## config.mk

```make
export PLATFORM = sky130hd
export DESIGN_NAME = output_arbiter
export DESIGN_NICKNAME = d
export VERILOG_FILES = /design/src/rtl/output_arbiter_pkg.sv /design/src/rtl/output_arbiter_rr_arbiter.sv /design/src/rtl/output_arbiter.sv
export SDC_FILE = /design/constraint.sdc
export NUM_CORES = 1
export LEC_CHECK = 0
export BUFFER_PORTS_ARGS = -buffer_cell sky130_fd_sc_hd__buf_2
export CAP_MARGIN = 20
export CELL_PAD_IN_SITES_DETAIL_PLACEMENT = 2
export CELL_PAD_IN_SITES_GLOBAL_PLACEMENT = 2
export CORE_MARGIN = 8
export CORE_UTILIZATION = 25
export CTS_CLUSTER_SIZE = 12
export DETAILED_ROUTE_END_ITERATION = 10
export PLACE_DENSITY = 0.75
export SYNTH_ARGS = -nofsm -noshare
export SYNTH_HDL_FRONTEND = slang
export SYNTH_SLANG_ARGS = --single-unit
```

## constraint.sdc

```tcl
create_clock -name clk -period 2.6 [get_ports clk]
set_input_delay 0.13 -clock clk [delete_from_list [all_inputs] [get_ports clk]]
set_output_delay 0.13 -clock clk [all_outputs]
set_load 0.01 [all_outputs]
```

## src/rtl/output_arbiter_pkg.sv

```systemverilog
// Types and constants shared by the output arbiter and its round-robin grant logic.
package output_arbiter_pkg;

  typedef enum logic {
    IDLE = 1'b0,
    XFER = 1'b1
  } state_t;

  // The payload length field sits in the low bits of the header byte.
  localparam int LEN_LSB = 0;

  function automatic int ch_width(input int n);
    return (n > 1) ? $clog2(n) : 1;
  endfunction

endpackage

```

## src/rtl/output_arbiter_rr_arbiter.sv

```systemverilog
// Round-robin grant: the first requesting, unmasked channel after last_grant wins.
module rr_arbiter
  import output_arbiter_pkg::*;
#(
  parameter  int NUM_CH = 3,
  localparam int CH_WD  = ch_width(NUM_CH)
) (
  input  logic [NUM_CH-1:0] req,
  input  logic [NUM_CH-1:0] mask,
  input  logic [CH_WD-1:0]  last_grant,
  output logic [NUM_CH-1:0] grant
);

  logic [NUM_CH-1:0] elig;

  // Walk from the farthest candidate back to the nearest so the nearest one is kept.
  always_comb begin
    elig  = req & mask;
    grant = '0;
    for (int k = NUM_CH; k >= 1; k--) begin
      if (elig[(int'(last_grant) + k) % NUM_CH]) begin
        grant = '0;
        grant[(int'(last_grant) + k) % NUM_CH] = 1'b1;
      end
    end
  end

endmodule

```

## src/rtl/output_arbiter.sv

```systemverilog
// Serves whole packets (header, N payload bytes, CRC) from several channel FIFOs
// onto one ready/valid byte stream, one packet at a time, in round-robin order.
//   state | meaning
//   IDLE  | no packet in flight; pick the next channel
//   XFER  | streaming the packet of channel out_ch until its CRC byte
module output_arbiter
  import output_arbiter_pkg::*;
#(
  parameter  int NUM_CH  = 3,
  parameter  int DATA_WD = 8,
  parameter  int LEN_WD  = 6,
  localparam int CH_WD   = ch_width(NUM_CH)
) (
  input  logic                      clk,
  input  logic                      rst,
  input  logic [NUM_CH-1:0]         ch_en,
  input  logic [NUM_CH-1:0]         fifo_empty,
  input  logic [NUM_CH*DATA_WD-1:0] fifo_data,
  output logic [NUM_CH-1:0]         fifo_pop,
  output logic [DATA_WD-1:0]        out_data,
  output logic                      out_valid,
  input  logic                      out_ready,
  output logic                      out_sop,
  output logic                      out_eop,
  output logic [CH_WD-1:0]          out_ch,
  output logic                      busy
);

  localparam logic [LEN_WD:0] CNT_ONE = {{LEN_WD{1'b0}}, 1'b1};

  state_t              state, state_nxt;
  logic [LEN_WD:0]     cnt;
  logic [CH_WD-1:0]    last_grant;
  logic [NUM_CH-1:0]   grant;
  logic [CH_WD-1:0]    grant_idx;
  logic                any_grant;
  logic                head_valid;
  logic                first_beat;
  logic                last_beat;
  logic                beat;
  logic [LEN_WD-1:0]   hdr_len;

  rr_arbiter #(.NUM_CH(NUM_CH)) u_rr (
    .req        (~fifo_empty),
    .mask       (ch_en),
    .last_grant (last_grant),
    .grant      (grant)
  );

  always_comb begin
    grant_idx = '0;
    for (int i = 0; i < NUM_CH; i++) begin
      if (grant[i]) grant_idx = CH_WD'(i);
    end
  end

  assign any_grant  = |grant;
  assign head_valid = !fifo_empty[out_ch];
  assign out_data   = fifo_data[int'(out_ch)*DATA_WD +: DATA_WD];
  assign hdr_len    = out_data[LEN_LSB +: LEN_WD];
  // A zero counter marks the header beat; it is back at zero after every CRC beat.
  assign first_beat = (cnt == '0);
  assign last_beat  = (cnt == CNT_ONE);
  assign beat       = out_valid && out_ready;

  always_ff @(posedge clk) begin
    if (rst) state <= IDLE;
    else     state <= state_nxt;
  end

  always_comb begin
    state_nxt = state;
    case (state)
      IDLE:    if (any_grant) state_nxt = XFER;
      XFER:    if (beat && last_beat) state_nxt = IDLE;
      default: state_nxt = IDLE;
    endcase
  end

  // Outputs are held low while rst is high so nothing is popped in the reset cycle.
  always_comb begin
    busy      = 1'b0;
    out_valid = 1'b0;
    out_sop   = 1'b0;
    out_eop   = 1'b0;
    fifo_pop  = '0;
    if (state == XFER && !rst) begin
      busy             = 1'b1;
      out_valid        = head_valid;
      out_sop          = head_valid && first_beat;
      out_eop          = head_valid && last_beat;
      fifo_pop[out_ch] = head_valid && out_ready;
    end
  end

  always_ff @(posedge clk) begin
    if (rst) begin
      cnt        <= '0;
      out_ch     <= '0;
      last_grant <= CH_WD'(NUM_CH - 1);
    end else begin
      if (state == IDLE && any_grant) out_ch <= grant_idx;
      if (beat) begin
        if (first_beat) cnt <= {1'b0, hdr_len} + CNT_ONE;
        else            cnt <= cnt - CNT_ONE;
        if (last_beat) last_grant <= out_ch;
      end
    end
  end

endmodule
```

==> impl_metrics.tcl <==
set metrics [dict create \
    yosysWarningCount 0 \
    clk_pin_slew_ps 60 \
    critPathSlowestCell "ha_1" \
    seqPwrFrac_pct 32.0 \
    initial_utilization_pct 25.61 \
    cts_setup_buffers 0 \
    hp-class "primary input to register" \
    grt_pass1_wl_um 7679 \
    netlist_top_cells_area "dfxtp_1 20%, mux2i_1 8.4%, ha_1 7.3%" \
    postCtsHoldBufs 0 \
    die_x_um 85.10 \
    cts_buffers 3 \
    most-common-layout-cells "49 x buf_2, 12 x dfxtp_1, 11 x nand2_1, 10 x mux2i_1, 10 x inv_1" \
    crit_path_start_kind "register" \
    clockBufferDepth 2 \
    synthFlopType "dfxtp_1" \
    required_ps 2740 \
    diodes 0 \
    seq_area_frac_synth_pct 20.13 \
    ir_drop_v 0.0001952 \
    path_buf_inv 1 \
    io_pins 50 \
    dr.pass1.iters 4 \
    path_class "register to register" \
    grt_use_total_pct 13.01 \
    slew_headroom_pct 66.06 \
    cp_cell_sequence "inv_1 -> ha_1 -> nor4b_2 -> nor2_1 -> a311oi_1 -> a32o_1 -> nand2_1 -> o211a_1" \
    layout-drive-gt1-share_pct 35.05 \
    clkPwrFrac_pct 32.6 \
    cp.arrival_ps 2460 \
    antenna_found_initial 0 \
    rows 25 \
    fin_skew_ps 2.936 \
    synthesis.area_sq_um 1194 \
    hold_violations 0 \
    critPathMaxStageDelay_ps 400 \
    fin_crit_ps 2328 \
    cts_tree "done" \
    cts_root_buffer "clkbuf_8" \
    p_int_mw 0.4205 \
    syn-num-nets 184 \
    syn-instance-count 144 \
    tightest_slew_ps 504.4 \
    drt-initial-drc-count 33 \
    swShare_pct 33.74 \
    drv_slew 0 \
    die_y_um 85.10 \
    h-tree-depth 1 \
    critical-path-top-delay-family "compound AO/OA/AOI/OAI gates" \
    avgSynthCellArea_sq_um 8.289 \
    async_flop_share_pct 0 \
    cap_violations 0 \
    fmax_ghz 0.4296 \
    cts_sinks 12 \
    synth_edf_count 0 \
    netlist.area_leader.share_pct 20.13 \
    worst_setup_path_end_kind "register" \
    gr-total-overflow 0 \
    p_per_area_nw_per_um2 410.0 \
    yosys.area.top_type "dfxtp_1" \
    crit_fanout 8 \
    period_share_pct 89.54 \
    first_global_vias 1550 \
    rsz0062_at_grt "no" \
    ant_nets 0 \
    viasPerCell 5.290 \
    power_switching_mw 0.2141 \
    gp_congestion 0.7643 \
    vias 1312 \
    cellLeakagePower_nw 0.6994 \
    setup_viol_count_final 0 \
    die_area_sq_um 7242 \
    core_sq_um 4661 \
    ys_seq_elements 12 \
    drc 0 \
    synth_cell_types 49 \
    syn2layout_area_growth_pct 29.66 \
    portBuffers 49 \
    mostFrequentLayoutCell "buf_2" \
    routed_wl_um 4647 \
    fin_hold_ws_ps 160.8 \
    wl_per_cell_um 18.74 \
    hpwl_um 3917 \
    layout.nets 235 \
    setup_tns_ps 0 \
    status "finished clean" \
    clock_latency_ps 240 \
    grt_max_degree 13 \
    combPwrFrac_pct 35.4 \
]
path summary, 6_finish.rpt:
kind                                    from                   to  slack, ps  cells past startpoint
hold reg to reg          cnt[2]$_SDFFE_PP0N_  cnt[2]$_SDFFE_PP0N_        530                      2
setup / recovery  last_grant[0]$_SDFFE_PP0P_     state$_SDFF_PP0_        270                      8
setup reg to reg  last_grant[0]$_SDFFE_PP0P_     state$_SDFF_PP0_        270                      8
hold / removal                     out_ready  cnt[3]$_SDFFE_PP0N_        160                      2
synthesized netlist by cell type, types with 3 or more instances:
master,instances
inv_1,10
nor2_1,8
nand3b_1,3
ha_1,7
a21oi_1,8
nor3_1,5
nand3_1,4
o2bb2ai_1,4
dfxtp_1,12
nand2_1,11
mux2i_1,10
and3_1,4
nor4_1,3
o21ai_0,6
layout make-up:
type	instances	area, sq um
fillers	571	3113
multi-input cells	116	879.6
repair buffers	52	267.8
flip-flops and latches	12	240.2
well taps	54	67.56
clock buffers	4	55.05
inverters	10	37.54
state kept, by name, summed over array words and instances (netlist names):
register	count
last_grant	2
out_ch	2
cnt	7
state	1
stage by stage:
| step | std cells | worst slack (ps) | utilization (%) | area, sq um | power (mW) |
|---|---|---|---|---|---|
| floorplan | 144 | 475.9 | - | 1194 | 0.3426 |
| global placement | 244 | 339.2 | 31.89 | 1486 | 0.4221 |
| detailed placement | 244 | 148.0 | 31.89 | 1486 | 0.4349 |
| CTS | 248 | 139.1 | 33.07 | 1541 | 0.6455 |
| global route | 248 | 37.62 | 33.21 | 1548 | 0.6746 |
| finish | 248 | 272.0 | 33.21 | 1548 | 0.6346 |
repair_timing:
action,4_1_cts,5_1_grt
setup endpoints to repair,0,2
endpoints found under the hold margin,0,0
resized for setup,0,1
logic make-up (layout without fill, tap and decap cells):
logic type / Yosys count / count (layout) / synth area share (%)
AO/OA/AOI/OAI: 37 / 37 / 24.11
XOR/XNOR: 3 / 3 / 2.202
adder cells (fa/ha/maj): 7 / 7 / 7.337
buffers and inverters: 16 / 66 / 6.709
flip-flops: 12 / 12 / 20.13
multiplexers: 11 / 11 / 9.644
AND/OR/NAND/NOR: 58 / 58 / 29.87
routing by layer:
metal / vias to the layer above / wire length, um / GRT usage [%] / share of wire, %
li1: 644 / - / - / -
met1: 646 / 1940 / 14.14 / 42
met2: 18 / 2530 / 25.07 / 54
met3: 4 / 143 / 2.220 / 3.1
met4: 0 / 33 / 3.074 / 0.71
met5: - / 0 / 0 / 0
power by group through the flow:
| stage | sequential [mW] | clock, mW | combinational [mW] |
|---|---|---|---|
| after global routing | 0.204 | 0.223 | 0.247 |
| after global placement | 0.205 | 0 | 0.217 |
| after CTS | 0.203 | 0.214 | 0.228 |
| final | 0.203 | 0.207 | 0.225 |
| after floorplan | 0.203 | 0 | 0.139 |
| after detailed placement | 0.207 | 0 | 0.228 |
Power figures use the tool's default switching activity.
